[src/rtl/seq_debug_cmd_pkg.sv]
// Shared types and mailbox map for the sequencer debug command controller.
package seq_debug_cmd_pkg;

  typedef enum logic [2:0] {
    IDLE      = 3'd0,
    WR_PARAM  = 3'd1,
    WR_CMD    = 3'd2,
    POLL_RD   = 3'd3,
    POLL_WAIT = 3'd4,
    GAP       = 3'd5,
    CLR       = 3'd6,
    RESP      = 3'd7
  } state_t;

  // Core debug mailbox byte addresses
  localparam logic [31:0] REQ_CMD    = 32'h0001_53C8;
  localparam logic [31:0] CMD_STATUS = 32'h0001_53CC;
  localparam logic [31:0] CMD_PARAMS = 32'h0001_53D0;

  // Status word bit positions
  localparam int unsigned STATUS_DONE_BIT = 0;
  localparam int unsigned STATUS_ERR_BIT  = 1;

endpackage

[src/rtl/seq_debug_poll_timer.sv]
// Poll pacing: inter-read gap down-counter and saturating poll counter.
module seq_debug_poll_timer #(
  parameter int unsigned POLL_GAP      = 16,
  parameter int unsigned TIMEOUT_POLLS = 1024
) (
  input  logic avl_clk,
  input  logic avl_reset_n,
  input  logic start,
  input  logic tick_read,
  output logic gap_done,
  output logic timed_out
);

  localparam int unsigned GAP_W = $clog2(POLL_GAP + 1);
  localparam int unsigned CNT_W = $clog2(TIMEOUT_POLLS + 1);
  localparam logic [GAP_W-1:0] GAP_LOAD = GAP_W'(POLL_GAP - 1);
  localparam logic [CNT_W-1:0] CNT_MAX  = CNT_W'(TIMEOUT_POLLS);

  logic [GAP_W-1:0] gap_cnt;
  logic [CNT_W-1:0] poll_cnt;

  // Reload the gap on each completed read, then count down to zero and hold.
  always_ff @(posedge avl_clk) begin
    if (!avl_reset_n) begin
      gap_cnt <= '0;
    end else if (tick_read) begin
      gap_cnt <= GAP_LOAD;
    end else if (gap_cnt != '0) begin
      gap_cnt <= gap_cnt - GAP_W'(1);
    end
  end

  // Count completed reads since start; saturate at the timeout limit.
  always_ff @(posedge avl_clk) begin
    if (!avl_reset_n || start) begin
      poll_cnt <= '0;
    end else if (tick_read && (poll_cnt != CNT_MAX)) begin
      poll_cnt <= poll_cnt + CNT_W'(1);
    end
  end

  assign gap_done  = (gap_cnt == '0);
  // Qualified by tick_read: true when the read now completing is the last allowed one.
  assign timed_out = tick_read && (poll_cnt >= (CNT_MAX - CNT_W'(1)));

endmodule

[src/rtl/seq_debug_cmd_ctrl.sv]
// Avalon-MM master issuing one sequencer debug command into the core mailbox.
module seq_debug_cmd_ctrl
  import seq_debug_cmd_pkg::*;
#(
  parameter int unsigned AVL_ADDR_WIDTH = 32,
  parameter int unsigned AVL_DATA_WIDTH = 32,
  parameter int unsigned NUM_PARAMS     = 4,
  parameter int unsigned POLL_GAP       = 16,
  parameter int unsigned TIMEOUT_POLLS  = 1024,
  localparam int unsigned NP_W          = $clog2(NUM_PARAMS + 1)
) (
  input  logic                               avl_clk,
  input  logic                               avl_reset_n,
  input  logic                               cmd_valid,
  output logic                               cmd_ready,
  input  logic [AVL_DATA_WIDTH-1:0]          cmd_id,
  input  logic [NP_W-1:0]                    cmd_nparams,
  input  logic [NUM_PARAMS*AVL_DATA_WIDTH-1:0] cmd_params,
  output logic                               rsp_valid,
  input  logic                               rsp_ready,
  output logic [AVL_DATA_WIDTH-1:0]          rsp_status,
  output logic                               rsp_timeout,
  output logic [AVL_ADDR_WIDTH-1:0]          m_address,
  output logic                               m_read,
  output logic                               m_write,
  output logic [AVL_DATA_WIDTH-1:0]          m_writedata,
  input  logic                               m_waitrequest,
  input  logic [AVL_DATA_WIDTH-1:0]          m_readdata,
  input  logic                               m_readdatavalid
);

  localparam int unsigned IDX_W = (NUM_PARAMS > 1) ? $clog2(NUM_PARAMS) : 1;
  localparam logic [NP_W-1:0] NP_MAX = NP_W'(NUM_PARAMS);

  state_t                    state_q, state_d;
  logic [AVL_DATA_WIDTH-1:0] id_q;
  logic [AVL_DATA_WIDTH-1:0] param_mem [NUM_PARAMS];
  logic [NP_W-1:0]           cnt_q;
  logic [IDX_W-1:0]          idx_q;
  logic [NP_W-1:0]           np_clamped;
  logic                      last_param;
  logic [31:0]               param_addr;
  logic                      timer_start;
  logic                      tick_read;
  logic                      gap_done;
  logic                      timed_out;

  assign np_clamped  = (cmd_nparams > NP_MAX) ? NP_MAX : cmd_nparams;
  assign last_param  = (NP_W'(idx_q) == (cnt_q - NP_W'(1)));
  assign param_addr  = CMD_PARAMS + (32'(idx_q) << 2);
  assign timer_start = (state_q == WR_CMD) && !m_waitrequest;
  assign tick_read   = (state_q == POLL_WAIT) && m_readdatavalid;

  assign cmd_ready = (state_q == IDLE);
  assign rsp_valid = (state_q == RESP);

  seq_debug_poll_timer #(
    .POLL_GAP      (POLL_GAP),
    .TIMEOUT_POLLS (TIMEOUT_POLLS)
  ) u_poll_timer (
    .avl_clk     (avl_clk),
    .avl_reset_n (avl_reset_n),
    .start       (timer_start),
    .tick_read   (tick_read),
    .gap_done    (gap_done),
    .timed_out   (timed_out)
  );

  // State register.
  always_ff @(posedge avl_clk) begin
    if (!avl_reset_n) begin
      state_q <= IDLE;
    end else begin
      state_q <= state_d;
    end
  end

  // Next-state and Avalon strobes; strobes depend only on state so they hold through stalls.
  always_comb begin
    state_d     = state_q;
    m_address   = '0;
    m_read      = 1'b0;
    m_write     = 1'b0;
    m_writedata = '0;
    case (state_q)
      IDLE: begin
        if (cmd_valid) begin
          state_d = (np_clamped == '0) ? WR_CMD : WR_PARAM;
        end
      end
      WR_PARAM: begin
        m_write     = 1'b1;
        m_address   = AVL_ADDR_WIDTH'(param_addr);
        m_writedata = param_mem[idx_q];
        if (!m_waitrequest && last_param) begin
          state_d = WR_CMD;
        end
      end
      WR_CMD: begin
        m_write     = 1'b1;
        m_address   = AVL_ADDR_WIDTH'(REQ_CMD);
        m_writedata = id_q;
        if (!m_waitrequest) begin
          state_d = POLL_RD;
        end
      end
      POLL_RD: begin
        m_read    = 1'b1;
        m_address = AVL_ADDR_WIDTH'(CMD_STATUS);
        if (!m_waitrequest) begin
          state_d = POLL_WAIT;
        end
      end
      POLL_WAIT: begin
        if (m_readdatavalid) begin
          if (m_readdata[STATUS_DONE_BIT] || timed_out) begin
            state_d = CLR;
          end else begin
            state_d = GAP;
          end
        end
      end
      GAP: begin
        if (gap_done) begin
          state_d = POLL_RD;
        end
      end
      CLR: begin
        m_write   = 1'b1;
        m_address = AVL_ADDR_WIDTH'(REQ_CMD);
        if (!m_waitrequest) begin
          state_d = RESP;
        end
      end
      RESP: begin
        if (rsp_ready) begin
          state_d = IDLE;
        end
      end
      default: state_d = IDLE;
    endcase
  end

  // Command capture, param index, and response latching.
  always_ff @(posedge avl_clk) begin
    if (!avl_reset_n) begin
      id_q        <= '0;
      cnt_q       <= '0;
      idx_q       <= '0;
      rsp_status  <= '0;
      rsp_timeout <= 1'b0;
      for (int unsigned i = 0; i < NUM_PARAMS; i++) begin
        param_mem[i] <= '0;
      end
    end else begin
      case (state_q)
        IDLE: begin
          if (cmd_valid) begin
            id_q  <= cmd_id;
            cnt_q <= np_clamped;
            idx_q <= '0;
            for (int unsigned i = 0; i < NUM_PARAMS; i++) begin
              param_mem[i] <= cmd_params[i*AVL_DATA_WIDTH +: AVL_DATA_WIDTH];
            end
          end
        end
        WR_PARAM: begin
          if (!m_waitrequest) begin
            idx_q <= last_param ? '0 : idx_q + IDX_W'(1);
          end
        end
        POLL_WAIT: begin
          if (m_readdatavalid) begin
            rsp_status  <= m_readdata;
            // DONE takes priority over a coincident timeout.
            rsp_timeout <= !m_readdata[STATUS_DONE_BIT] && timed_out;
          end
        end
        default: ;
      endcase
    end
  end

endmodule
[config.mk]
export PLATFORM = sky130hd
export DESIGN_NAME = seq_debug_cmd_ctrl
export DESIGN_NICKNAME = d
export VERILOG_FILES = /design/src/rtl/seq_debug_cmd_pkg.sv /design/src/rtl/seq_debug_poll_timer.sv /design/src/rtl/seq_debug_cmd_ctrl.sv
export SDC_FILE = /design/constraint.sdc
export NUM_CORES = 1
export LEC_CHECK = 0
export ABC_AREA = 1
export BUFFER_PORTS_ARGS = -buffer_cell sky130_fd_sc_hd__buf_4
export CAP_MARGIN = 20
export CORE_AREA = 2 2 167 202
export DETAILED_ROUTE_END_ITERATION = 8
export DIE_AREA = 0 0 169 204
export MAX_ROUTING_LAYER = met4
export PLACE_DENSITY = 0.62
export SLEW_MARGIN = 40
export SYNTH_ARGS = -nofsm -noshare
export SYNTH_HDL_FRONTEND = slang
export SYNTH_HIERARCHICAL = 1
export SYNTH_SLANG_ARGS = --single-unit
[constraint.sdc]
create_clock -name avl_clk -period 6.5 [get_ports avl_clk]
set_input_delay 1.3 -clock avl_clk [delete_from_list [all_inputs] [get_ports avl_clk]]
set_output_delay 1.3 -clock avl_clk [all_outputs]
set_load 0.02 [all_outputs]
# --- Word level (Yosys, flattened, before mapping) ---
# Memory sizes are Yosys's and may differ from the RTL's. A register that Yosys moved wholly into a read port is not among the register bits.
# Cells that the tools add are included.
word_totals:
  register_bits: 89
  ram_bits: 128
  elab_cells: 97
  n_memories: 1
op_classes:
  eq_ne: 18
  bitwise_logic: 5
  order_cmp: 2
  n_mux: 33
  reduce_logical: 24
  add_sub_neg: 5
mem_list:
  columns: ["name", "depth", "word_bits", "read_ports", "rd_ports_with_merged_regs", "wr", "line", "text"]
  rows:
  - ["param_mem", 4, 32, 1, 1, 4, "seq_debug_cmd_ctrl.sv:37", "logic [AVL_DATA_WIDTH-1:0] param_mem [NUM_PARAMS];"]
ops:
  columns: ["op", "n"]
  rows:
  - ["2-to-1 mux 32 bit", 4]
  - ["case mux 32 bit (2 select lines)", 1]
  - ["case mux 18 bit (3 select lines)", 1]
  - ["2-to-1 mux 3 bit", 9]
  - ["case mux 3 bit (8 select lines)", 1]
  - ["adder 17 x 4 -> 18 bit (first input constant)", 1]
  - ["!= test 2 bit (second input constant)", 8]
  - ["2-to-1 mux 2 bit", 7]
  - ["equality test 3 bit (second input constant)", 4]
  - ["adder 11 x 1 -> 11 bit (second input constant)", 1]
  - ["greater-or-equal comparator 11 x 10 -> 1 bit (second input constant)", 1]
  - ["!= test 11 bit (second input constant)", 1]
  - ["2-to-1 mux 4 bit", 2]
  - ["AND reduction 8 bit", 1]
  - ["2-to-1 mux 1 bit", 7]
  - ["equality test 3 x 2 -> 1 bit (second input constant)", 2]
  - ["logical AND 1 bit", 6]
  - ["logical NOT 3 bit", 2]
  - ["logical NOT 5 bit", 1]
  - ["nonzero test 5 bit", 1]
  - ["subtractor 5 x 1 -> 5 bit (second input constant)", 1]
  - ["bitwise OR 1 bit", 4]
  - ["case mux 2 bit (2 select lines)", 1]
  - ["AND reduction 2 bit", 2]
  - ["other kinds (13)", 18]

# --- Longest topological paths before layout ---
# Gate-level depths: netlist of run 1.
logic_depth:
  ltp_word: 7
  mapped_depth: 16
  mapped_depth_nobuf: 15

# --- By module ---
# The synthesis of run 1 kept the hierarchy.
modules_own_cells:
  columns: ["mod", "area_each_um2", "instances", "cells_per_inst"]
  rows:
  - ["seq_debug_cmd_ctrl", 9641.7, 1, 1102]
  - ["seq_debug_poll_timer", 1007.2, 1, 150]

# --- Least setup slack after synthesis of run 1 ---
# Ideal clock, no wire load.
synth_timing:
  path_type: "input to register"
  startpoint: "input cmd_valid"
  endpoint: "memory param_mem[0][0] (enable)"
  n_path_buf: 1
  required_ns: 6.101
  path_stages: 3
  setup_time_ns: 0.399
  t_arrival_ns: 2.515
  slack_ns: 3.586
  cell_sequence: "nand2_1 > nand2_1 > buf_4"
synth_rtl:
  columns: ["element", "line", "text"]
  rows:
  - ["start, declared", "seq_debug_cmd_ctrl.sv:14", "input logic cmd_valid,"]
  - ["end, declared", "seq_debug_cmd_ctrl.sv:37", null]

==> results of run 1 <==
==> power groups by stage <==
stage,Combinational (mW),Clock (mW),Sequential [mW]
floorplan,1.06,0,1.95
global route,1.68,1.64,1.99
finish,1.53,1.54,1.96
global placement,1.53,0,1.99
detailed placement,1.55,0,1.99
CTS,1.56,1.59,1.96
==> worst min path at each step <==
stage                        startpoint            end  slack, ps  cells past startpoint
after global routing           id_q[13]       id_q[13]        490                      2
after global placement    rsp_status[0]  rsp_status[0]        450                      2
after detailed placement       id_q[26]       id_q[26]        460                      2
after CTS                      id_q[18]       id_q[18]        470                      2
after floorplan                id_q[10]       id_q[10]        440                      2
final                     rsp_status[0]  rsp_status[0]        470                      2
==> cell type report <==
type | instances | area (sq um) | share of cell area
clock inverters | 16 | 188 | 0.0137
repair buffers | 290 | 2180 | 0.158
multi-input cells | 727 | 3580 | 0.260
clock buffers | 32 | 724 | 0.0527
flip-flops and latches | 219 | 5670 | 0.412
inverters | 237 | 893 | 0.0650
well taps | 412 | 515 | 0.0375
==> cell usage after synthesis, drive strengths merged <==
| library cell | number | area share |
|---|---|---|
| a211oi | 1 | 0.00071 |
| a21boi | 1 | 0.00071 |
| a21oi | 17 | 0.0080 |
| a31oi | 1 | 0.00059 |
| buf | 69 | 0.049 |
| clkbuf | 21 | 0.0074 |
| clkinv | 1 | 0.00047 |
| conb | 1 | 0.00035 |
| dfxtp | 91 | 0.17 |
| edfxtp | 128 | 0.36 |
| ha | 5 | 0.0059 |
| inv | 236 | 0.083 |
| nand2 | 201 | 0.073 |
| nand3 | 118 | 0.056 |
| nand3b | 1 | 0.00071 |
| nand4 | 3 | 0.0018 |
| nor2 | 236 | 0.11 |
| nor3 | 7 | 0.0048 |
| o21ai | 71 | 0.033 |
| o22ai | 34 | 0.020 |
| or2 | 1 | 0.00059 |
| xnor2 | 2 | 0.0016 |
| xor2 | 6 | 0.0049 |
==> flip-flops by register name, summed over array words and instances (netlist names), named ones only <==
name / count
u_poll_timer/gap_cnt: 5
rsp_timeout: 1
u_poll_timer/poll_cnt: 11
param_mem: 128
cnt_q: 3
id_q: 32
idx_q: 2
state_q: 3
rsp_status: 32
==> kinds of logic after synthesis <==
| family | share of synthesized area |
|---|---|
| simple gates | 0.251 |
| compound gates | 0.0633 |
| buf+inv | 0.141 |
| flops | 0.532 |
| fa+ha+maj | 0.00587 |
| xor+xnor | 0.00658 |
| other cells | 0.000352 |
==> metal layers <==
metal | vias up | part of all wire | global-route usage
met3 | 51 | 0.083 | 0.0478
li1 | 4363 | - | -
met2 | 331 | 0.51 | 0.332
met5 | - | 0 | -
met1 | 4106 | 0.37 | 0.194
met4 | 0 | 0.035 | 0.0653
==> critical path, cell delays in order (launching register included) <==
cell     delay [ps]
dfxtp_2         830
inv_1            90
buf_4           300
nand3_1         190
nand3_1         110
o21ai_0         130
buf_4           190
==> summary.txt, run 1 <==
Place
  – DP Worst Slack: 3270 ps
  – IO Port Bufs: 279
  – Dpl cells: 1,885
  – Hpwl dp: 22,900 um
  – Placer Congestion: 0.869
  – Placed cell area: 0.0128 sq mm

Logic synthesis
  – Syn_area_per_cell: 8.51 sq um
  – Register bit total from synthesis: 219
  – Netlist cell types: 38
  – Yosys warning count: 6
  – Cells after synthesis: 1,252
  – Register area share after synthesis: 0.532
  – Post-Synthesis Cell Area: 0.0106 sq mm

Setup path
  – R2r startpoint: state_q[1]
  – Critical Setup Path Class: register to primary output
  – Worst EP required: 5200 ps
  – Cells on worst reg2reg path: 6
  – CP startpoint kind: register
  – CP max FO: 33
  – Worst Path Arrival: 2410 ps
  – R2R Setup Slk: 3970 ps
  – Critical Path Sink: m_writedata[12]
  – Setup crit end kind: primary output
  – Crit Reg-Reg Endpoint: param_mem[3][3]

STA
  – Fin Clk Skew: 8.51 ps
  – Hold Fails Final Rpt: 0
  – F_max: 270 MHz
  – Slew @ Worst Pin: 817 ps
  – Setup-failing EPs final: 0
  – Tcrit/Tclk final: 0.570
  – Minimum clock period after layout: 3710 ps
  – Setup_tns: 0 ps
  – RSZ-0062 raised after global routing: false
  – Hold WS: 467 ps
  – Slew Limit Fails: 0
  – Slew margin rel.: 0.455
  – Final WS setup: 2790 ps

GRT
  – GRT Resource Usage Total: 0.184
  – Largest net degree at the start of global routing: 65
  – First-pass GRT wire length: 47,600 um
  – Number of global-route vias before repair: 8,859
  – Initial antenna violation count: 0
  – Total gr overflow: 0

Routing
  – DRT iter0 DRCs: 474
  – Drt drc: 0
  – Antenna viol nets, final: 0
  – Vias per Instance: 4.58
  – DR vias: 8,851
  – Wirelength, routed: 31,800 um
  – Number of detailed-route iterations in the first pass: 5
  – Routed WL per cell: 16.5 um

Clocking
  – H-Tree Depth: 1
  – Postcts setup bufs: 0
  – CTS Buf Count: 26
  – Sink Count: 219
  – Worst-path clk slew: 60 ps
  – Clock latency on the worst-skew pair: 530 ps
  – Clock root cell: clkbuf_16
  – CTS Buffer Depth: 3
  – CTS tree: yes
  – CTS resizes: 0
  – Hold_buf cts: 0

Cells and area
  – FILL cells: 3,316
  – Final #Nets: 1,707
  – Final core utilization: 0.420
  – Number of inserted diodes: 0
  – Area Growth Syn to Fin: 29.1%
  – Most common cell after layout, fill and taps aside: buf_4
  – Most frequent cells in the layout: buf_4, inv_1, nand2_1
  – Share of cells above drive strength 1: 0.287
  – Design Area, Final: 0.0137 sq mm
  – Post-Layout Cell Count: 1,933

Pwr
  – Flop pwr share: 0.390
  – Net Sw Frac: 0.347
  – Worst vdd ir: 0.258 mV
  – Clock network fraction of design power: 0.306
  – Power, Total: 5.04 mW
  – Power per cell area: 366 mW/mm^2
  – Leak: 6.44 nW
  – Combinational share of power: 0.304
  – P_sw: 1.75 mW
  – Int Power: 3.29 mW

Floorplanning
  – Row cnt: 73
  – Die W: 169 um
  – Die Y-Extent: 204 um
  – Die Footprint: 0.0345 sq mm
  – Io pins: 302
  – CORE AREA: 0.0327 sq mm
  – Starting Density: 0.326

Run
  – Maxcap violations: 0

Hold path
  – HP Class: register to register

Run status
  – Status: complete, no violations
(Power assumes the default switching activity.)
==> inputs of run 2 (changes only) <==
ABC_AREA = 0   (was 1)
CORE_AREA = 2 2 161 194   (was 2 2 167 202)
DIE_AREA = 0 0 163 196   (was 0 0 169 204)
clock period = 3.5 ns   (was 6.5 ns; I/O delays follow)
==> run 2 against run 1 <==
Effect of this change:
- die area fell by 7.3%
- sequential share of layout area is 2.7 points higher
- global-route usage fell by 1.3 points
- worst hold slack worse by 28 ps
- synthesized cell count decreased by 32%
- critical path type unchanged
- largest cell class unchanged
- largest power group unchanged
==> summary.txt, run 2 <==
Floorplanning
  – Io pins: 302 (unchanged)
  – Die Footprint: 0.0319 sq mm (-7.3%)
  – Die Y-Extent: 196 um (-3.9%)
  – Die W: 163 um (-3.6%)
  – CORE AREA: 0.0302 sq mm (-7.6%)
  – Row cnt: 70 (-4.1%)
  – Starting Density: 0.323 (-0.00219)

GRT
  – Met1 GRT Util: 0.232 (+0.0372)
  – Initial antenna violation count: 1 (+1)
  – Number of global-route vias before repair: 7,021 (-21%)
  – First-pass GRT wire length: 41,300 um (-13%)
  – Largest net degree at the start of global routing: 81 (+25%)
  – GRT Resource Usage Total: 0.172 (-0.0127)
  – GRT met3 Usage: 0.0268 (-0.0210)
  – Met2 Use GR: 0.273 (-0.0592)
  – Total gr overflow: 0 (unchanged)
  – Busiest grt layer: met2

Logic synthesis
  – Count leader, synth: nand2_1
  – Register bit total from synthesis: 219 (unchanged)
  – Ys flop type: edfxtp_1
  – Post-synth EDFFs: 128 (unchanged)
  – Yosys top cell area share: 0.393 (+0.0323)
  – Largest cells by area after synthesis: edfxtp_1, dfxtp_1, and3_1
  – Post-synth top cells: nand2_1, and3_1, edfxtp_1
  – Post-synth top area cell: edfxtp_1
  – Yosys warning count: 6 (unchanged)
  – Register area share after synthesis: 0.580 (+0.0476)
  – Async set-reset flop share out of synthesis: 0 (unchanged)
  – Post-Synthesis Cell Area: 0.00977 sq mm (-8.2%)
  – Cells after synthesis: 851 (-32%)
  – Syn_area_per_cell: 11.5 sq um (+35%)
  – Netlist cell types: 58 (+53%)

Hold path
  – HP Class: input pin to register

Clocking
  – Hold_buf cts: 0 (unchanged)
  – CTS resizes: 0 (unchanged)
  – Sink Count: 219 (unchanged)
  – H-Tree Depth: 1 (unchanged)
  – Clock root cell: clkbuf_16
  – CTS Buf Count: 23 (-12%)
  – Worst-path clk slew: 60 ps (about the same)
  – CTS tree: yes
  – Clock latency on the worst-skew pair: 500 ps (-30 ps)
  – CTS Buffer Depth: 3 (unchanged)
  – Postcts setup bufs: 0 (unchanged)

STA
  – Slew margin rel.: 0.465 (+0.0100)
  – RSZ-0062 raised after global routing: false
  – Slew @ Worst Pin: 799 ps (-18.4 ps)
  – Tcrit/Tclk final: 0.948
  – Minimum clock period after layout: 3320 ps
  – Setup-failing EPs final: 0 (unchanged)
  – Setup_tns: 0 ps (unchanged)
  – F_max: 302 MHz
  – Hold Fails Final Rpt: 0 (unchanged)
  – Hold WS: 439 ps (-28.2 ps)
  – Fin Clk Skew: 9.08 ps (+0.572 ps)
  – Slew Limit Fails: 0 (unchanged)

Cells and area
  – Max reg flops: 128 (unchanged)
  – Most common cell after layout, fill and taps aside: buf_4
  – FILL cells: 2,869 (-13%)
  – Most frequent cells in the layout: buf_4, nand2_1, and3_1
  – Area of the multi-input gates: 0.00366 sq mm (+2.2%)
  – Final core utilization: 0.427 (+0.00667)
  – Biggest regs: param_mem: 128 flops, id_q: 32 flops, rsp_status: 32 flops
  – Share of cells above drive strength 1: 0.342 (+0.0547)
  – FF+latch area: 0.00567 sq mm (about the same)
  – Design Area, Final: 0.0129 sq mm (-6.1%)
  – Biggest register: param_mem
  – Final #Nets: 1,301 (-24%)
  – Area Growth Syn to Fin: 32.0%

Setup path
  – Worst Path Arrival: 2620 ps (+210 ps)
  – Setup crit end kind: primary output
  – Critical path, cell by cell: or3b_4 -> inv_2 -> a22o_1 -> buf_4
  – CP max-delay cell: dfxtp_1
  – CP max stage delay: 690 ps (-140 ps)
  – Worst EP required: 2800 ps (-2400 ps)
  – Critical Setup Path Class: register to primary output
  – CP max FO: 34 (+3.0%)
  – CP startpoint kind: register

Pwr
  – Flop pwr share: 0.433 (+0.043)
  – Int Power: 5.70 mW (+73%)
  – Worst vdd ir: 0.244 mV (-5.7%)
  – Leak: 5.62 nW (-13%)
  – Power per cell area: 629 mW/mm^2 (+72%)
  – Net Sw Frac: 0.298 (-0.0487)
  – Combinational share of power: 0.262 (-0.042)
  – P_sw: 2.42 mW (+39%)
  – Power, Total: 8.12 mW (+61%)
  – Clock network fraction of design power: 0.305 (about the same)

Run
  – Maxcap violations: 0 (unchanged)

Place
  – Placer Congestion: 0.833 (-4.1%)
  – Hpwl dp: 19,900 um (-13%)
  – Placed cell area: 0.0121 sq mm (-5.4%)
  – IO Port Bufs: 279 (unchanged)

Routing
  – Drt drc: 0 (unchanged)
  – Wirelength, routed: 27,300 um (-14%)
  – Routed WL per cell: 18.1 um (+10%)
  – Vias per Instance: 4.82 (+5.4%)
  – Number of detailed-route iterations in the first pass: 5 (unchanged)
  – DRT iter0 DRCs: 656 (+38%)
  – Antenna viol nets, final: 0 (unchanged)
  – DR vias: 7,276 (-18%)

Run status
  – Status: complete, no violations
-- run 2: changes by cell type in the layout (fill, tap and decap cells not counted), sizes merged, moves of 59 or more --
cell	previous run	this run
nor2	236	18
a21oi	17	76
and3	0	131
nand3	118	5
inv	237	14
o21ai	71	6
-- run 2: kinds of logic after synthesis --
kind of cell / Yosys count / synth area share
and+or+nand+nor: 334 / 0.178
DFF: 219 / 0.580
AOI/OAI and AO/OA: 138 / 0.0927
buffers and inverters: 109 / 0.0577
muxes: 33 / 0.0748
xor gates and xnor gates: 12 / 0.0108
adders and majority gates: 5 / 0.00640
other: 1 / 0.000384
-- run 2: power by group through the flow --
stage	Clock, mW	Combinational (mW)	Sequential [mW]
after floorplan	0	1.44	3.47
after global placement	0	2.10	3.57
after detailed placement	0	2.15	3.57
after CTS	2.53	2.15	3.52
after global routing	2.64	2.31	3.57
final	2.47	2.13	3.52
-- run 2: worst paths after layout --
check                           slack (ps)                        end  cells past startpoint           start
worst max-delay path                   180            m_writedata[20]                      4      state_q[0]
worst max register to register        1140  u_poll_timer/poll_cnt[10]                      5      state_q[2]
worst min register to register         450             rsp_status[14]                      2  rsp_status[14]
worst min-delay path                   440                   id_q[24]                      3      cmd_id[24]
-- run 2: cell type report --
cell class                      instances  area share
Tap cell                              396      0.0384
Clock inverter                         10     0.00979
Timing Repair Buffer                  294       0.175
Inverter                               13     0.00398
Antenna cell                            1    0.000194
Clock buffer                           31      0.0493
Multi-Input combinational cell        544       0.283
Sequential cell                       219       0.439
-- run 2: stage by stage --
stage | worst slack (ps) | cells
global placement | 788 | 1465
detailed placement | 735 | 1466
global route | 37.0 | 1508
floorplan | 258 | 872
CTS | 165 | 1507
finish | 184 | 1508
-- run 2: layer usage --
layer / vias to the layer above / part of all wire
li1: 3546 / -
met1: 3453 / 0.45
met2: 242 / 0.48
met3: 35 / 0.058
met4: 0 / 0.016
met5: - / 0
-- run 2: critical path: cells and delay by family, from the launching register on --
kind                   cells  cell delay (ps)
buffers and inverters      2              660
DFF                        1              690
AOI/OAI and AO/OA          1              250
and+or+nand+nor            1              490
